$ cat src/rtl/cellrv32_sysinfo_fetch.sv
// SYSINFO shadow fetcher: walks the read-only SYSINFO word block over the
// internal IO bus (one rden per word) and keeps a local copy of every word.
module cellrv32_sysinfo_fetch #(
    parameter logic [31:0] BASE_ADDR  = 32'hFFFFFFE0,
    parameter int          NUM_WORDS  = 8,
    parameter int          TIMEOUT    = 15,
    parameter logic        AUTO_START = 1'b1
) (
    input  logic                    clk_i,
    input  logic                    rstn_i,
    input  logic                    start_i,
    output logic [31:0]             bus_addr_o,
    output logic                    bus_rden_o,
    output logic                    bus_wren_o,
    input  logic [31:0]             bus_data_i,
    input  logic                    bus_ack_i,
    input  logic                    bus_err_i,
    output logic                    busy_o,
    output logic                    done_o,
    output logic                    valid_o,
    output logic [1:0]              err_code_o,
    output logic [2:0]              err_idx_o,
    output logic [NUM_WORDS*32-1:0] info_o
);

    localparam logic [2:0] LAST_IDX = 3'(NUM_WORDS - 1);
    localparam logic [7:0] TMO_CNT  = 8'(TIMEOUT);
    localparam logic [1:0] ERR_NONE = 2'b00;
    localparam logic [1:0] ERR_BUS  = 2'b01;
    localparam logic [1:0] ERR_TMO  = 2'b10;

    typedef enum logic [1:0] {
        S_IDLE,
        S_REQ,
        S_WAIT
    } state_t;

    state_t                  state_q, state_d;
    logic [2:0]              idx_q;
    logic [7:0]              cnt_q;
    logic                    auto_q;
    logic                    done_q;
    logic                    valid_q;
    logic [1:0]              err_code_q;
    logic [2:0]              err_idx_q;
    logic [NUM_WORDS*32-1:0] info_q;

    logic launch;
    logic capture;
    logic last_word;
    logic abort_bus;
    logic abort_tmo;

    always_comb begin
        state_d    = state_q;
        launch     = 1'b0;
        capture    = 1'b0;
        abort_bus  = 1'b0;
        abort_tmo  = 1'b0;
        bus_rden_o = 1'b0;
        bus_addr_o = 32'd0;
        case (state_q)
            S_IDLE: begin
                if (start_i || auto_q) begin
                    launch  = 1'b1;
                    state_d = S_REQ;
                end
            end
            S_REQ: begin
                bus_rden_o = 1'b1;
                bus_addr_o = BASE_ADDR + {27'd0, idx_q, 2'b00};
                state_d    = S_WAIT;
            end
            S_WAIT: begin
                // error wins over an ack presented in the same cycle
                if (bus_err_i) begin
                    abort_bus = 1'b1;
                    state_d   = S_IDLE;
                end else if (bus_ack_i) begin
                    capture = 1'b1;
                    state_d = (idx_q == LAST_IDX) ? S_IDLE : S_REQ;
                end else if (cnt_q == TMO_CNT) begin
                    abort_tmo = 1'b1;
                    state_d   = S_IDLE;
                end
            end
            default: state_d = S_IDLE;
        endcase
    end

    assign last_word = capture && (idx_q == LAST_IDX);

    always_ff @(posedge clk_i or negedge rstn_i) begin
        if (!rstn_i) begin
            state_q    <= S_IDLE;
            idx_q      <= 3'd0;
            cnt_q      <= 8'd0;
            auto_q     <= AUTO_START;
            done_q     <= 1'b0;
            valid_q    <= 1'b0;
            err_code_q <= ERR_NONE;
            err_idx_q  <= 3'd0;
        end else begin
            state_q <= state_d;
            auto_q  <= 1'b0;
            done_q  <= (state_q == S_WAIT) && (state_d == S_IDLE);
            if (launch) begin
                idx_q      <= 3'd0;
                valid_q    <= 1'b0;
                err_code_q <= ERR_NONE;
            end
            if (state_q == S_REQ) begin
                cnt_q <= 8'd0;
            end else if ((state_q == S_WAIT) && (state_d == S_WAIT)) begin
                cnt_q <= cnt_q + 8'd1;
            end
            if (last_word) begin
                valid_q <= 1'b1;
            end else if (capture) begin
                idx_q <= idx_q + 3'd1;
            end
            if (abort_bus) begin
                err_code_q <= ERR_BUS;
                err_idx_q  <= idx_q;
            end else if (abort_tmo) begin
                err_code_q <= ERR_TMO;
                err_idx_q  <= idx_q;
            end
        end
    end

    // shadow copy; an aborted fetch leaves uncaptured words untouched
    always_ff @(posedge clk_i or negedge rstn_i) begin
        if (!rstn_i) begin
            info_q <= '0;
        end else begin
            for (int k = 0; k < NUM_WORDS; k++) begin
                if (capture && (idx_q == 3'(k))) begin
                    info_q[k*32 +: 32] <= bus_data_i;
                end
            end
        end
    end

    assign bus_wren_o = 1'b0;
    assign busy_o     = (state_q != S_IDLE);
    assign done_o     = done_q;
    assign valid_o    = valid_q;
    assign err_code_o = err_code_q;
    assign err_idx_o  = err_idx_q;
    assign info_o     = info_q;

endmodule

$ cat config.mk
export PLATFORM = sky130hd
export DESIGN_NAME = cellrv32_sysinfo_fetch
export DESIGN_NICKNAME = d
export VERILOG_FILES = /design/src/rtl/cellrv32_sysinfo_fetch.sv
export SDC_FILE = /design/constraint.sdc
export NUM_CORES = 1
export LEC_CHECK = 0
export BUFFER_PORTS_ARGS = -buffer_cell sky130_fd_sc_hd__buf_2
export CORE_MARGIN = 8
export CORE_UTILIZATION = 30
export CTS_CLUSTER_DIAMETER = 50
export DETAILED_ROUTE_END_ITERATION = 8
export PLACE_DENSITY = 0.55
export RECOVER_POWER = 25
export SKIP_LAST_GASP = 1
export SLEW_MARGIN = 20
export SYNTH_ARGS = -nofsm -noshare
export SYNTH_HDL_FRONTEND = slang
export SYNTH_SLANG_ARGS = --single-unit
$ cat constraint.sdc
create_clock -name clk_i -period 2.1 [get_ports clk_i]
set_clock_uncertainty 0.1 [all_clocks]
set_input_delay 0.315 -clock clk_i [delete_from_list [all_inputs] [get_ports clk_i]]
set_output_delay 0.315 -clock clk_i [all_outputs]
set_load 0.02 [all_outputs]
==> qor.csv, run 1 <==
metric;value;unit
RSZ-0062 raised after global routing;false;
hold violation count in the final report;0;
CTS buffer count;36;
status;finished clean;
gpl congestion;0.739;
CTS root buf;clkbuf_16;
synthesized cell area;10800;um2
IO Pins;335;
dpl hpwl;22.0;mm
post-synth cell types;35;
DR pass1 iterations;4;
max incr delay on CP;0.40;ns
# DRC;0;
Util after Layout;40.4;%
Top Family by Delay on Critical Path;buffers and inverters;
pwr/cell area;1110;nW/um2
final WL;31.3;mm
area grow syn2layout;32.9;%
overall routing resource usage;14.4;%
layout cells sized above 1;66.3;%
Antenna Cells;0;
H-tree depth;2;
Final min period;2.02;ns
setup TNS;0;ns
maximum clock rate;495;MHz
main flop type after synthesis;dfrtp_1;
I/O Buffers;331;
reg-to-reg startpoint;state_q[1];
# rows;69;
synth warn;0;
number of synthesized flops with an enable pin;0;
die height;206;um
crit path buf inv count;3;
Skew-Pair Late Insertion Delay;0.50;ns
first-pass GRT wire length;47.0;mm
design area;14400;um2
reg-to-reg slack, setup;0.21;ns
Slew Limit Fails;0;
Syn Area/Cell;16.1;um2
period utilization;96.3;%
WHS;0.0403;ns
Slew @ Worst Pin;0.980;ns
Area after DPL;13100;um2
Final ANT Viol Nets;0;
Cells after Synth;672;
via-per-instance ratio;4.51;
crit path launch type;flop;
Placeable Area;35600;um2
Worst R2R End;info_o[54];
CTS tree;done;
Slowest-stage cell, CP;dfrtp_1;
Static Leakage;8.13;nW
Crit Path Max Fanout;10;
gr ovfl total;0;
1st-iter DRT viols;172;
crit end category;output port;
initial antenna violation count;0;
classification of the worst setup path;reg -> out;
average wire per standard cell;20.7;um
Final #Nets;1068;
clk slew on worst S/H paths;0.06;ns
Num Clock Sinks;277;
vias in the first global route;7497;
Max-Cap Viols;0;
Worst slew margin;34.7;%
die area;42400;um2
CP Cell Sequence;nor2b_4, buf_4, buf_12, and2_1, buf_2;
r2r worst-path depth;5;
setup violators final;0;
WP data required;1.68;ns
via count;6813;
Min-Delay Path Depth;2;
CP Launch Point;state_q[0];
Max Root-Sink Buffers;3;
Peak VDD IR;1.02;mV
register bit total from synthesis;277;
die width;206;um
CP arrival;1.61;ns
Initial Util;30.4;%
post-synthesis async set-or-reset flop share;100;%
Hold Startpoint;bus_data_i[29];
sequential-to-total area share from yosys stat;64.1;%
WHS Endpoint;info_o[221];
largest net degree at the start of global routing;70;
worst hold path class;in -> reg;
sequential cells by signal, indices dropped and copies added, names as in the netlist:
name        flops
valid_o         1
info_o        256
err_idx_o       3
state_q         2
cnt_q           8
idx_q           3
err_code_o      2
done_o          1
auto_q          1
where the power goes:
group / internal (mW) / switching, mW
clock: 3.82 / 2.29
combinational: 1.36 / 2.21
sequential: 5.97 / 0.349
synthesized netlist by cell type (2+ instances only):
| cell | n | area share, % |
|---|---|---|
| a2111oi_4 | 2 | 0.51 |
| a32o_1 | 2 | 0.19 |
| and2_1 | 5 | 0.29 |
| buf_2 | 24 | 1.1 |
| buf_4 | 30 | 2.1 |
| clkbuf_1 | 2 | 0.069 |
| dfrtp_1 | 276 | 64 |
| ha_1 | 7 | 0.81 |
| inv_1 | 4 | 0.14 |
| mux2_2 | 256 | 27 |
| mux2_4 | 3 | 0.42 |
| mux2i_1 | 2 | 0.19 |
| nand2_1 | 16 | 0.56 |
| nand2b_1 | 2 | 0.12 |
| nand3_1 | 5 | 0.23 |
| nor2_1 | 8 | 0.28 |
| nor3_1 | 2 | 0.093 |
| o21ai_0 | 3 | 0.14 |
| or2_2 | 2 | 0.12 |
| xnor2_1 | 6 | 0.49 |
area by class of cell:
cell class,count,area (um2)
flip-flops and latches,277,6930
fillers,3383,21200
well taps,461,577
clock inverters,15,171
inverters,4,15.0
repair buffers,368,2110
multi-input cells,337,3530
clock buffers,49,1030
cell usage in the layout, fill, tap and decap left out, drive strengths merged:
cell	n
a211oi	1
and2b	1
and4bb	1
dfstp	1
mux2	259
or2	2
bufinv	3
a2111oi	2
a21oi	1
inv	7
a21boi	1
mux2i	2
dlygate4sd3	2
a32o	2
o21ai	3
nand2b	2
clkinv	9
clkbuf	60
and2	5
nand3	5
o21bai	1
buf	355
nor4	1
nor3	2
nand2	16
or4b	1
and3	1
nor2b	1
conb	4
dfrtp	276
nor2	9
ha	7
xnor2	6
nand4	1
how the worst max path moves through the flow:
stage,endpoint,depth (start not counted)
2_1_floorplan,err_idx_o[0],5
5_1_grt,bus_addr_o[2],5
3_5_place_dp,info_o[61],6
3_3_place_gp,info_o[46],6
6_report,bus_addr_o[3],5
4_1_cts,bus_addr_o[3],4
worst register-to-register path: stages (launching register included):
cell and delay [ns]:
dfrtp_1 0.43, and4bb_2 0.30, and2_1 0.21, nand2_2 0.12, buf_12 0.22, mux2_2 0.39
kinds of logic (layout without fill, tap and decap cells):
family / Yosys count / in the layout / synth area share, %
compound gates: 11 / 11 / 1.23
mux: 261 / 261 / 27.3
xor+xnor: 6 / 6 / 0.486
simple gates: 48 / 48 / 2.51
other cells: 1 / 4 / 0.0347
buf+inv: 61 / 436 / 3.51
flops: 277 / 277 / 64.1
fa+ha+maj: 7 / 7 / 0.810
per-layer routing:
layer | GRT usage (%) | share of wire (%) | vias to the layer above
li1 | - | - | 3042
met1 | 17.7 | 41 | 3524
met2 | 23.9 | 49 | 207
met3 | 4.77 | 8.3 | 40
met4 | 3.90 | 1.9 | 0
met5 | 0 | 0 | -
per-stage QoR:
stage	setup slack [ns]	instances	total power, mW
finish	0.0783	1511	16.0
global route	0.00357	1511	16.8
CTS	0.0441	1507	16.2
detailed placement	0.194	1441	9.93
global placement	0.201	1441	9.89
floorplan	0.300	675	8.70
timing repair:
item / 4_1_cts / 5_1_grt
hold buffers: 2 / 0
setup endpoints to repair: 0 / 3
hold endpoints to repair: 44 / 0
resized for setup: 0 / 1
setup buffers: 0 / 2
No activity file was read; power rests on OpenSTA's default activity.
==> inputs of run 2 (changes only) <==
- ABC_AREA: unset -> 1
- CORE_MARGIN: 8 -> unset
==> run 2 against run 1 <==
Net effect:
- sequential power up 2%
- global-route usage up 2.4 points
- worst setup slack better by 0.097 ns
- sequential cell count unchanged
- largest power group unchanged
==> qor.csv, run 2 <==
metric;value;unit
Min-Delay Path Depth;3;
Largest register FFs;256;
CP Cell Sequence;nor2_4, clkinv_2, nor2_1, buf_2;
post-synthesis async set-or-reset flop share;100;%
Slew Limit Fails;0;
die width;189;um
initial antenna violation count;0;
CP arrival;1.51;ns
die height;189;um
area grow syn2layout;29.4;%
setup TNS;0;ns
1st-iter DRT viols;506;
area of the multi-input gates;2910;um2
main flop type after synthesis;dfrtp_1;
Peak VDD IR;0.704;mV
Sequential Power Share;41.0;%
Clk network pwr share;35.9;%
XOR/XNOR Fraction of Synth Area;0.0834;%
average wire per standard cell;16.4;um
layout cells sized above 1;31.3;%
largest cells by area after synthesis;dfrtp_1 66%, nand2_1 11%, o21ai_1 9.3%, o21ai_0 3.1%, buf_4 2.2%;
setup violators final;0;
top-count cell post-synth;nand2_1;
maximum clock rate;519;MHz
# rows;68;
reg-to-reg slack, setup;0.29;ns
Placeable Area;34500;um2
Slew @ Worst Pin;0.957;ns
via-per-instance ratio;4.45;
I/O Buffers;331;
Syn Area/Cell;10.2;um2
Worst slew margin;36.2;%
Cells after Synth;1026;
sequential-to-total area share from yosys stat;66.0;%
Final ANT Viol Nets;0;
IO Pins;335;
hold violation count in the final report;0;
clk slew on worst S/H paths;0.05;ns
Crit Path Max Fanout;10;
WP data required;1.68;ns
largest net degree at the start of global routing;65;
gpl congestion;0.761;
register area;6930;um2
Final min period;1.93;ns
register bit total from synthesis;277;
CTS tree;done;
gr ovfl total;0;
complex-gate fraction of the synthesized area;12.5;%
status;finished clean;
adder and majority gate portion of the synthesized area;0.834;%
sw frac;32.6;%
Post-CTS Setup Bufs;0;
max incr delay on CP;0.43;ns
Skew-Pair Late Insertion Delay;0.48;ns
Max-Cap Viols;0;
Synth top area share;65.7;%
vias in the first global route;7877;
largest family of logic cells by synthesized area;simple AND/OR/NAND/NOR gates;
overall routing resource usage;16.7;%
# DRC;0;
DR pass1 iterations;5;
fillers;3518;
Num Clock Sinks;277;
period utilization;91.7;%
Antenna Cells;0;
die area;35800;um2
Initial Util;30.4;%
crit path launch type;flop;
combinational power share;23.1;%
Max Root-Sink Buffers;3;
most common cell after layout, fill and taps aside;buf_2;
simple-gate share of the synthesized area;14.1;%
H-tree depth;2;
worst hold path class;in -> reg;
post-synth cell types;26;
Static Leakage;7.39;nW
Final #Nets;1394;
final WL;29.9;mm
classification of the worst setup path;reg -> out;
RSZ-0062 raised after global routing;false;
CTS buffer count;35;
first-pass GRT wire length;46.7;mm
post-placement setup slack;0.293;ns
crit end category;output port;
biggest area consumer among synthesized cells;dfrtp_1;
Switch Pwr;5.11;mW
pwr/cell area;1150;nW/um2
mux cell area share after synthesis;0;%
Pint;10.5;mW
commonest cells after routing, fill and taps aside;330 x buf_2, 305 x nand2_1, 276 x dfrtp_1;
synth warn;0;
Post-synth top cells;305 x nand2_1, 276 x dfrtp_1, 195 x o21ai_1, 65 x o21ai_0, 44 x inv_1;
dpl hpwl;20.8;mm
number of synthesized flops with an enable pin;0;
Slowest-stage cell, CP;dfrtp_1;
r2r worst-path depth;5;
synthesized cell area;10500;um2
worst setup margin;0.175;ns
via count;8130;
Util after Layout;39.3;%
CTS root buf;clkbuf_16;
WHS;0.104;ns
-- run 2: critical path: cells and delay by family (launching register included) --
family        cells  cell delay (ns)
buf+inv           2             0.34
flops             1             0.43
simple gates      2             0.26
-- run 2: power groups by stage --
| stage | clock network (mW) | registers [mW] | logic, mW |
|---|---|---|---|
| floorplan | 0 | 7.32 | 1.68 |
| global placement | 0 | 6.48 | 3.66 |
| detailed placement | 0 | 6.51 | 3.68 |
| CTS | 5.79 | 6.43 | 3.69 |
| global route | 6.02 | 6.51 | 3.93 |
| finish | 5.62 | 6.43 | 3.61 |
-- run 2: path summary, 6_finish.rpt --
kind / end / from
worst max-delay path: bus_addr_o[3] / state_q[1]
worst min register to register: info_o[255] / info_o[255]
min in group asynchronous: info_o[31] / rstn_i
worst min-delay path: info_o[21] / bus_data_i[21]
max in group asynchronous: info_o[108] / rstn_i
worst max register to register: info_o[239] / idx_q[0]
-- run 2: timing repair --
item | 4_1_cts | 5_1_grt
endpoints found under the hold margin | 50 | 0
endpoints found under the setup margin | 2 | 0
resized for setup | 1 | 0
hold buffers | 1 | 0
-- run 2: cell families (layout without fill, tap and decap cells) --
logic type	count (synthesis)	count (layout)
other	1	4
adder cells (fa/ha/maj)	7	7
flip-flops	277	277
XOR/XNOR	1	1
AO/OA/AOI/OAI	261	261
AND/OR/NAND/NOR	352	352
buffers and inverters	127	470
-- run 2: metrics by stage --
| stage | power [mW] | area (um2) | instances |
|---|---|---|---|
| after floorplan | 9.00 | 10500 | 1029 |
| after global placement | 10.1 | 12600 | 1767 |
| after detailed placement | 10.2 | 12600 | 1767 |
| after CTS | 15.9 | 13700 | 1827 |
| after global routing | 16.5 | 13600 | 1827 |
| final | 15.7 | 13600 | 1827 |
-- run 2: layout make-up --
type	instances	area share, %
multi-input cells	625	21.4
inverters	47	1.31
clock inverters	14	0.875
clock buffers	45	7.16
flip-flops and latches	277	51.0
repair buffers	364	14.1
well taps	455	4.19
-- run 2: metal layers --
metal / global-route usage, % / up-vias / wire length (um)
met1: 22.5 / 3827 / 13200
met3: 4.54 / 44 / 2380
met4: 4.31 / 0 / 569
met2: 26.6 / 293 / 13700
met5: 0 / - / 0
li1: - / 3966 / -
